$ cat src/rtl/bit_serial_adder.sv
// bit_serial_adder: LSB-first serial adder feeding a 1-bit full-adder cell under a start/busy/done handshake.
// Optional SERIAL_ADD_OVF_EN adds a registered signed-overflow output ovf.
module bit_serial_adder #(
  parameter int WIDTH = 8
) (
  input  logic             clk,
  input  logic             rst_n,
  input  logic             start,
  input  logic [WIDTH-1:0] a,
  input  logic [WIDTH-1:0] b,
  input  logic             cin,
  output logic             busy,
  output logic             done,
  output logic [WIDTH-1:0] sum,
  output logic             cout
`ifdef SERIAL_ADD_OVF_EN
  ,
  output logic             ovf
`endif
);
  localparam int CW = $clog2(WIDTH);
  typedef enum logic [1:0] {IDLE, RUN, DONE} state_t;
  state_t state, nxt;
  logic [WIDTH-1:0] sha, shb, res;
  logic [CW-1:0] cnt;
  logic carry, fa_s, fa_c, last, load;
  always_comb begin
    fa_s = sha[0] ^ shb[0] ^ carry;
    fa_c = (sha[0] & shb[0]) | (carry & (sha[0] ^ shb[0]));
    last = cnt == CW'(WIDTH - 1);
    load = start && state != RUN;
    nxt  = state == RUN ? (last ? DONE : RUN) : (start ? RUN : IDLE);
    busy = state == RUN;
    done = state == DONE;
  end
  always_ff @(posedge clk)
    if (!rst_n) state <= IDLE;
    else state <= nxt;
  always_ff @(posedge clk) begin
    if (!rst_n) begin
      sha   <= '0;
      shb   <= '0;
      res   <= '0;
      cnt   <= '0;
      carry <= 1'b0;
      sum   <= '0;
      cout  <= 1'b0;
`ifdef SERIAL_ADD_OVF_EN
      ovf   <= 1'b0;
`endif
    end else if (load) begin
      sha   <= a;
      shb   <= b;
      carry <= cin;
      cnt   <= '0;
      res   <= '0;
    end else if (state == RUN) begin
      res   <= {fa_s, res[WIDTH-1:1]};
      sha   <= sha >> 1;
      shb   <= shb >> 1;
      carry <= fa_c;
      cnt   <= cnt + 1'b1;
      if (last) begin
        sum  <= {fa_s, res[WIDTH-1:1]};
        cout <= fa_c;
`ifdef SERIAL_ADD_OVF_EN
        // carry still holds the carry into the MSB on the last bit
        ovf  <= carry ^ fa_c;
`endif
      end
    end
  end
endmodule

$ cat config.mk
export PLATFORM = sky130hd
export DESIGN_NAME = bit_serial_adder
export DESIGN_NICKNAME = d
export VERILOG_FILES = /design/src/rtl/bit_serial_adder.sv
export SDC_FILE = /design/constraint.sdc
export NUM_CORES = 1
export LEC_CHECK = 0
export BUFFER_PORTS_ARGS = -buffer_cell sky130_fd_sc_hd__buf_2
export CAP_MARGIN = 10
export CELL_PAD_IN_SITES_DETAIL_PLACEMENT = 0
export CELL_PAD_IN_SITES_GLOBAL_PLACEMENT = 1
export CORE_UTILIZATION = 25
export CTS_CLUSTER_SIZE = 10
export DETAILED_ROUTE_END_ITERATION = 10
export GPL_TIMING_DRIVEN = 0
export PLACE_DENSITY = 0.53
export SLEW_MARGIN = 20
export SYNTH_ARGS = -nofsm -noshare
export SYNTH_HDL_FRONTEND = slang
export SYNTH_SLANG_ARGS = --single-unit
$ cat constraint.sdc
create_clock -name clk -period 1.5 [get_ports clk]
set_clock_uncertainty 0.1 [all_clocks]
set_input_delay 0.225 -clock clk [delete_from_list [all_inputs] [get_ports clk]]
set_output_delay 0.225 -clock clk [all_outputs]
set_load 0.02 [all_outputs]
==> key figures, run 1 <==
Placed design
  – Routability cong.: 0.653
  – DP HPWL: 2.45 mm
  – PortBufs: 28

Global route
  – Largest net degree at the start of global routing: 15
  – Total global routing overflow: 0
  – GRT Total Usage: 0.120
  – First-pass GRT wire length: 5.89 mm
  – Vias in the first global route: 1263
  – Initial antenna violation count: 0

Floorplanning
  – Num rows: 28
  – IO Pins: 31
  – Die area: 6550 sq um
  – Initial Util: 0.261
  – Core Area: 5960 sq um
  – Chip width: 80.9 um
  – Die Ht: 80.9 um

Clock tree
  – CTS tree: yes
  – Clk slew on worst S/H paths: 0.08 ns
  – CTS buffer count: 5
  – Num Clock Sinks: 38
  – Max clock buf depth: 2
  – H-tree depth: 2
  – Root buf cell: clkbuf_8
  – Skew-Pair Late Insertion Delay: 0.29 ns
  – Hold buffer count at CTS: 0

Critical path
  – Worst EP arrival: 1.10 ns
  – Worst setup EP type: output port
  – CP max FO: 9
  – Startpoint Class: flip-flop
  – Kind of critical path: reg2out
  – Critical Path RT: 1.17 ns

Routing
  – Residual DRC count: 0
  – Final wirelength: 3.55 mm
  – Antenna Violating Nets Remaining: 0
  – Routed via count: 1383
  – Via/cell ratio: 4.63
  – First-pass DRT Iterations: 4
  – WL/cell: 11.9 um
  – Detailed Route Iter0 Violations: 73

Finish
  – Fillcell total: 684
  – Register area: 762 sq um
  – Layout cells sized above 1: 0.228
  – Area occupied by multi-input gates: 686 sq um
  – Ant diodes: 0
  – Most frequent cells in the layout: 45 x nand2_1, 39 x a21oi_1, 37 x dfxtp_1
  – Most common cell after layout, fill and taps aside: nand2_1
  – Nets: 247
  – P&R area growth vs syn: 22.9%

STA
  – RSZ-0062 raised after global routing: false
  – Final period util: 0.950
  – Setup violations, final: 0
  – Final Hold Viols: 0
  – Final setup TNS: 0 ns
  – Fmax: 0.702 GHz
  – Max Transition Viols Final: 0
  – Final min period: 1.42 ns
  – Relative slew margins: 0.735
  – Slew @ Worst Pin: 0.398 ns

Logic synthesis
  – Post-synthesis sequential area ratio: 0.489
  – Syn Area/Cell: 8.32 sq um
  – Top cells by area, synth: dfxtp_1 49%, a21oi_1 13%, nand2_1 11%
  – Cells after synthesis: 187
  – Synth unique cells: 24
  – Mapped cell area: 1560 sq um
  – Area leader, netlist: dfxtp_1
  – Yosys reg bits: 38
  – Syn nets: 211
  – Yosys warns: 0
  – Top cell type's share of synthesized area: 0.489

Job
  – Max Cap Viol: 0

Pwr
  – Total power: 2.15 mW
  – Leakage Power: 0.834 nW
  – Peak VDD IR: 0.000390 V
  – PD cells: 1130 nW/um^2

Hold path
  – HP Class: in2reg

Run status
  – Run status: finished, final reports clean
[critical path, stage by stage, from the launching register on]
cell	delay [ns]
dfxtp_2	0.33
nand2b_1	0.15
buf_6	0.15
inv_12	0.05
buf_4	0.12
[synth_stat cells (all sizes together)]
library cell  instances
and3                  1
mux2i                 2
fa                    1
and3b                 1
clkbuf                2
nand2                45
o21ai                16
inv                   2
a21oi                39
nand2b                1
nand3                18
nor2                  3
nor2b                 1
and2                  1
xnor2                 1
buf                  11
dfxtp                38
nand3b                1
ha                    3
[what timing repair did]
item                                   4_1_cts  5_1_grt
endpoints found under the hold margin        0        0
setup endpoints to repair                    1       10
buffers inserted                             2        1
pin swaps                                    0        0
resized for setup                            2        3
[state kept, by name, indices dropped and copies added, names as in the netlist]
signal	flops
sha	8
shb	8
sum	8
res	7
cnt	3
state	2
carry	1
cout	1
[final timing paths]
kind,from,end,slack (ns),cells past startpoint
max reg2reg,cnt[0],sum[7],0.10,5
min,b[7],shb[7],0.06,3
min reg2reg,sum[4],sum[4],0.34,2
max,state[1],busy,0.08,4
[area by class of cell]
type | instances | share of cell area
well taps | 75 | 0.0491
repair buffers | 31 | 0.0883
flip-flops and latches | 38 | 0.398
multi-input cells | 134 | 0.358
clock buffers | 7 | 0.0399
plain buffers | 11 | 0.0399
clock inverters | 1 | 0.0157
inverters | 2 | 0.0105
[report_power, final]
group / leakage, nW / switching [mW] / total [mW] / internal (mW)
logic: 0.471 / 0.126 / 0.219 / 0.0928
registers: 0.311 / 0.0236 / 1.07 / 1.05
clock network: 0.0524 / 0.361 / 0.859 / 0.498
total: 0.834 / 0.511 / 2.15 / 1.64
[through the flow]
stage / setup WS (ns) / cells / util / hold slack (ns) / area, sq um
2_1_floorplan: 0.134 / 187 / - / 0.266 / 1560
3_3_place_gp: 0.0402 / 290 / 0.301 / 0.339 / 1790
3_5_place_dp: 0.0204 / 290 / 0.301 / 0.338 / 1790
4_1_cts: 0.0308 / 299 / 0.320 / 0.0575 / 1900
5_1_grt: 0.0265 / 299 / 0.321 / 0.0669 / 1910
6_report: 0.0755 / 299 / 0.321 / 0.0646 / 1910
[cells by family (layout without fill, tap and decap cells)]
family,Yosys count,count (layout),share of synthesized area
flops,38,38,0.489
xor+xnor,1,1,0.00563
simple gates,72,72,0.200
fa+ha+maj,4,4,0.0370
buf+inv,15,52,0.0715
mux,2,2,0.0129
compound gates,55,55,0.184
[routing by layer]
metal	track usage	routed length, um
met5	0	0
met4	0.0643	66
met3	0.0337	190
met2	0.179	1480
met1	0.154	1820
Power figures use the tool's default switching activity.
==> inputs of run 2 (changes only) <==
--- a/config.mk
+++ b/config.mk
@@ -9,11 +9,11 @@
 export CAP_MARGIN = 10
 export CELL_PAD_IN_SITES_DETAIL_PLACEMENT = 0
 export CELL_PAD_IN_SITES_GLOBAL_PLACEMENT = 1
-export CORE_UTILIZATION = 25
+export CORE_UTILIZATION = 35
 export CTS_CLUSTER_SIZE = 10
 export DETAILED_ROUTE_END_ITERATION = 10
 export GPL_TIMING_DRIVEN = 0
-export PLACE_DENSITY = 0.53
+export PLACE_DENSITY = 0.71
 export SLEW_MARGIN = 20
 export SYNTH_ARGS = -nofsm -noshare
 export SYNTH_HDL_FRONTEND = slang
==> run 2 against run 1 <==
Against the previous run: final cell count down 7.4%; clock-buffer cell count decreased by 2; combinational power grew 5%; core utilization rose by 13 points.
==> key figures, run 2 (synthesis gave the netlist of run 1 again) <==
Placed design
  – DP Worst Slack: 0.0491 ns (+0.0287 ns)
  – PortBufs: 28 (unchanged)
  – DP HPWL: 2.37 mm (-3.1%)
  – Routability cong.: 0.715 (+9.6%)

Finish
  – P&R area growth vs syn: 21.4%
  – Most common cell after layout, fill and taps aside: nand2_1
  – Nets: 251 (+1.6%)
  – Most frequent cells in the layout: 45 x nand2_1, 38 x a21oi_1, 37 x dfxtp_1
  – Ant diodes: 0 (unchanged)
  – Top Registers: sha x8, shb x8, sum x8
  – Fillcell total: 446 (-35%)
  – Layout cells sized above 1: 0.251 (+0.0234)

STA
  – Relative slew margins: 0.720 (-0.0149)
  – Fin worst setup slack: 0.0659 ns (-0.00964 ns)
  – RSZ-0062 raised after global routing: false
  – Final period util: 0.956 (+0.00643)
  – Final Hold Viols: 0 (unchanged)
  – Setup violations, final: 0 (unchanged)
  – Final setup TNS: 0 ns (unchanged)
  – Slew @ Worst Pin: 0.420 ns (+0.0224 ns)
  – Max Transition Viols Final: 0 (unchanged)
  – Fmax: 0.697 GHz (-0.67%)
  – Final min period: 1.43 ns (+0.00964 ns)

Floorplanning
  – IO Pins: 31 (unchanged)
  – Die area: 4720 sq um (-28%)
  – Chip width: 68.7 um (-15%)
  – Core Area: 4140 sq um (-30%)
  – Initial Util: 0.376 (+0.114)
  – Num rows: 23 (-18%)
  – Die Ht: 68.7 um (-15%)

Routing
  – WL/cell: 12.5 um (+5.4%)
  – Via/cell ratio: 4.89 (+5.8%)
  – Final wirelength: 3.46 mm (-2.4%)
  – Met1 wire length: 1.72 mm (-5.3%)
  – Top Layer Used: met4
  – Met3 WL: 176 um (-7.4%)
  – Antenna Violating Nets Remaining: 0 (unchanged)
  – Met2 wire length: 1.53 mm (+3.6%)
  – First-pass DRT Iterations: 4 (unchanged)
  – Routed via count: 1355 (-2.0%)
  – Detailed Route Iter0 Violations: 85 (+16%)
  – Residual DRC count: 0 (unchanged)

Run status
  – Run status: finished, final reports clean

Critical path
  – Slowest stage cell, crit path: dfxtp_2
  – Slowest cell delay on critical path: 0.34 ns (about the same)
  – CP max FO: 7 (-2)
  – CP startpoint: state[1]
  – Worst setup EP type: output port
  – R2R Setup Slk: 0.09 ns (about the same)
  – R2r startpoint: state[1]
  – Startpoint Class: flip-flop
  – FF-to-FF End: shb[4]
  – CP endpoint: busy
  – WP buf/inv: 3 (unchanged)
  – Worst-path cell chain: nand2b_1, buf_6, inv_12, buf_4
  – CP Depth: 4 (unchanged)
  – Critical Path RT: 1.17 ns (about the same)
  – Worst EP arrival: 1.11 ns (about the same)
  – Critical path's top delay family: flip-flops
  – Reg2Reg Depth: 7 (+2)
  – Kind of critical path: reg2out

Hold path
  – Hold Startpoint: a[7]
  – HP Class: in2reg

Pwr
  – PD cells: 1040 nW/um^2 (-7.4%)
  – Leakage Power: 0.842 nW (+0.94%)
  – Peak VDD IR: 0.000578 V (+48%)

Global route
  – First-pass GRT wire length: 5.46 mm (-7.4%)
  – Initial antenna violation count: 0 (unchanged)
  – Total global routing overflow: 0 (unchanged)
  – GRT Total Usage: 0.162 (+0.0422)
  – Largest net degree at the start of global routing: 12 (-3)
  – Vias in the first global route: 1182 (-6.4%)

Clock tree
  – Hold buffer count at CTS: 0 (unchanged)
  – CTS tree: yes
  – Root buf cell: clkbuf_8
  – Skew-Pair Late Insertion Delay: 0.29 ns (about the same)
  – H-tree depth: 2 (unchanged)
  – Clk slew on worst S/H paths: 0.07 ns (about the same)
  – CTS buffer count: 5 (unchanged)
  – Num Clock Sinks: 38 (unchanged)
  – Max clock buf depth: 2 (unchanged)

Job
  – Max Cap Viol: 0 (unchanged)
-- run 2: cell count changes in the layout (fill, tap and decap cells not counted), sizes merged --
| cell | previous run | this run |
|---|---|---|
| buf | 40 | 43 |
| clkinv | 0 | 2 |
| o21ai | 16 | 17 |
| clkbuf | 9 | 7 |
| bufinv | 1 | 0 |
-- run 2: worst min path at each step --
| stage | to | cells past startpoint |
|---|---|---|
| 6_report | sha[7] | 3 |
| 5_1_grt | shb[7] | 3 |
| 4_1_cts | sha[5] | 3 |
| 3_5_place_dp | sum[0] | 2 |
| 3_3_place_gp | sum[3] | 2 |
| 2_1_floorplan | carry | 2 |
-- run 2: worst reg2reg max path, delay by kind of cell, from the launching register on --
kind | cells | cell delay [ns]
buffers and inverters | 4 | 0.53
flip-flops | 1 | 0.34
AO/OA/AOI/OAI | 2 | 0.21
AND/OR/NAND/NOR | 1 | 0.16
-- run 2: final cells by class --
type                       instances  area [sq um]  area share
buffer                            11          76.3      0.0404
timing repair buffer              34           191       0.101
sequential                        38           762       0.403
multi-input combinational        135           698       0.370
clock inverter                     2          10.0     0.00530
clock buffer                       5          68.8      0.0364
inverter                           2          20.0      0.0106
tap                               50          62.6      0.0331
-- run 2: routing by layer --
layer	track usage	up-vias
met5	0	-
met3	0.0592	6
li1	-	711
met4	0.0599	0
met2	0.246	31
met1	0.207	607
-- run 2: what timing repair did --
action | 4_1_cts | 5_1_grt
setup buffers | 3 | 3
cloned | 0 | 1
gates resized for setup | 2 | 4
pin swaps | 0 | 1
endpoints found under the setup margin | 1 | 26
-- run 2: where the power goes --
| part | switching (mW) | leakage (nW) | internal [mW] | total, mW |
|---|---|---|---|---|
| Sequential | 0.0243 | 0.311 | 1.05 | 1.08 |
| Combinational | 0.131 | 0.487 | 0.0996 | 0.230 |
| Clock | 0.350 | 0.0438 | 0.312 | 0.662 |
-- run 2: metrics by stage --
| step | hold WS, ns | power (mW) | cell area, sq um | cells | util |
|---|---|---|---|---|---|
| 2_1_floorplan | 0.266 | 1.25 | 1560 | 187 | - |
| 3_3_place_gp | 0.337 | 1.30 | 1760 | 265 | 0.425 |
| 3_5_place_dp | 0.344 | 1.31 | 1760 | 265 | 0.425 |
| 4_1_cts | 0.0711 | 1.97 | 1850 | 274 | 0.447 |
| 5_1_grt | 0.0737 | 2.07 | 1890 | 277 | 0.456 |
| 6_report | 0.0741 | 1.97 | 1890 | 277 | 0.456 |
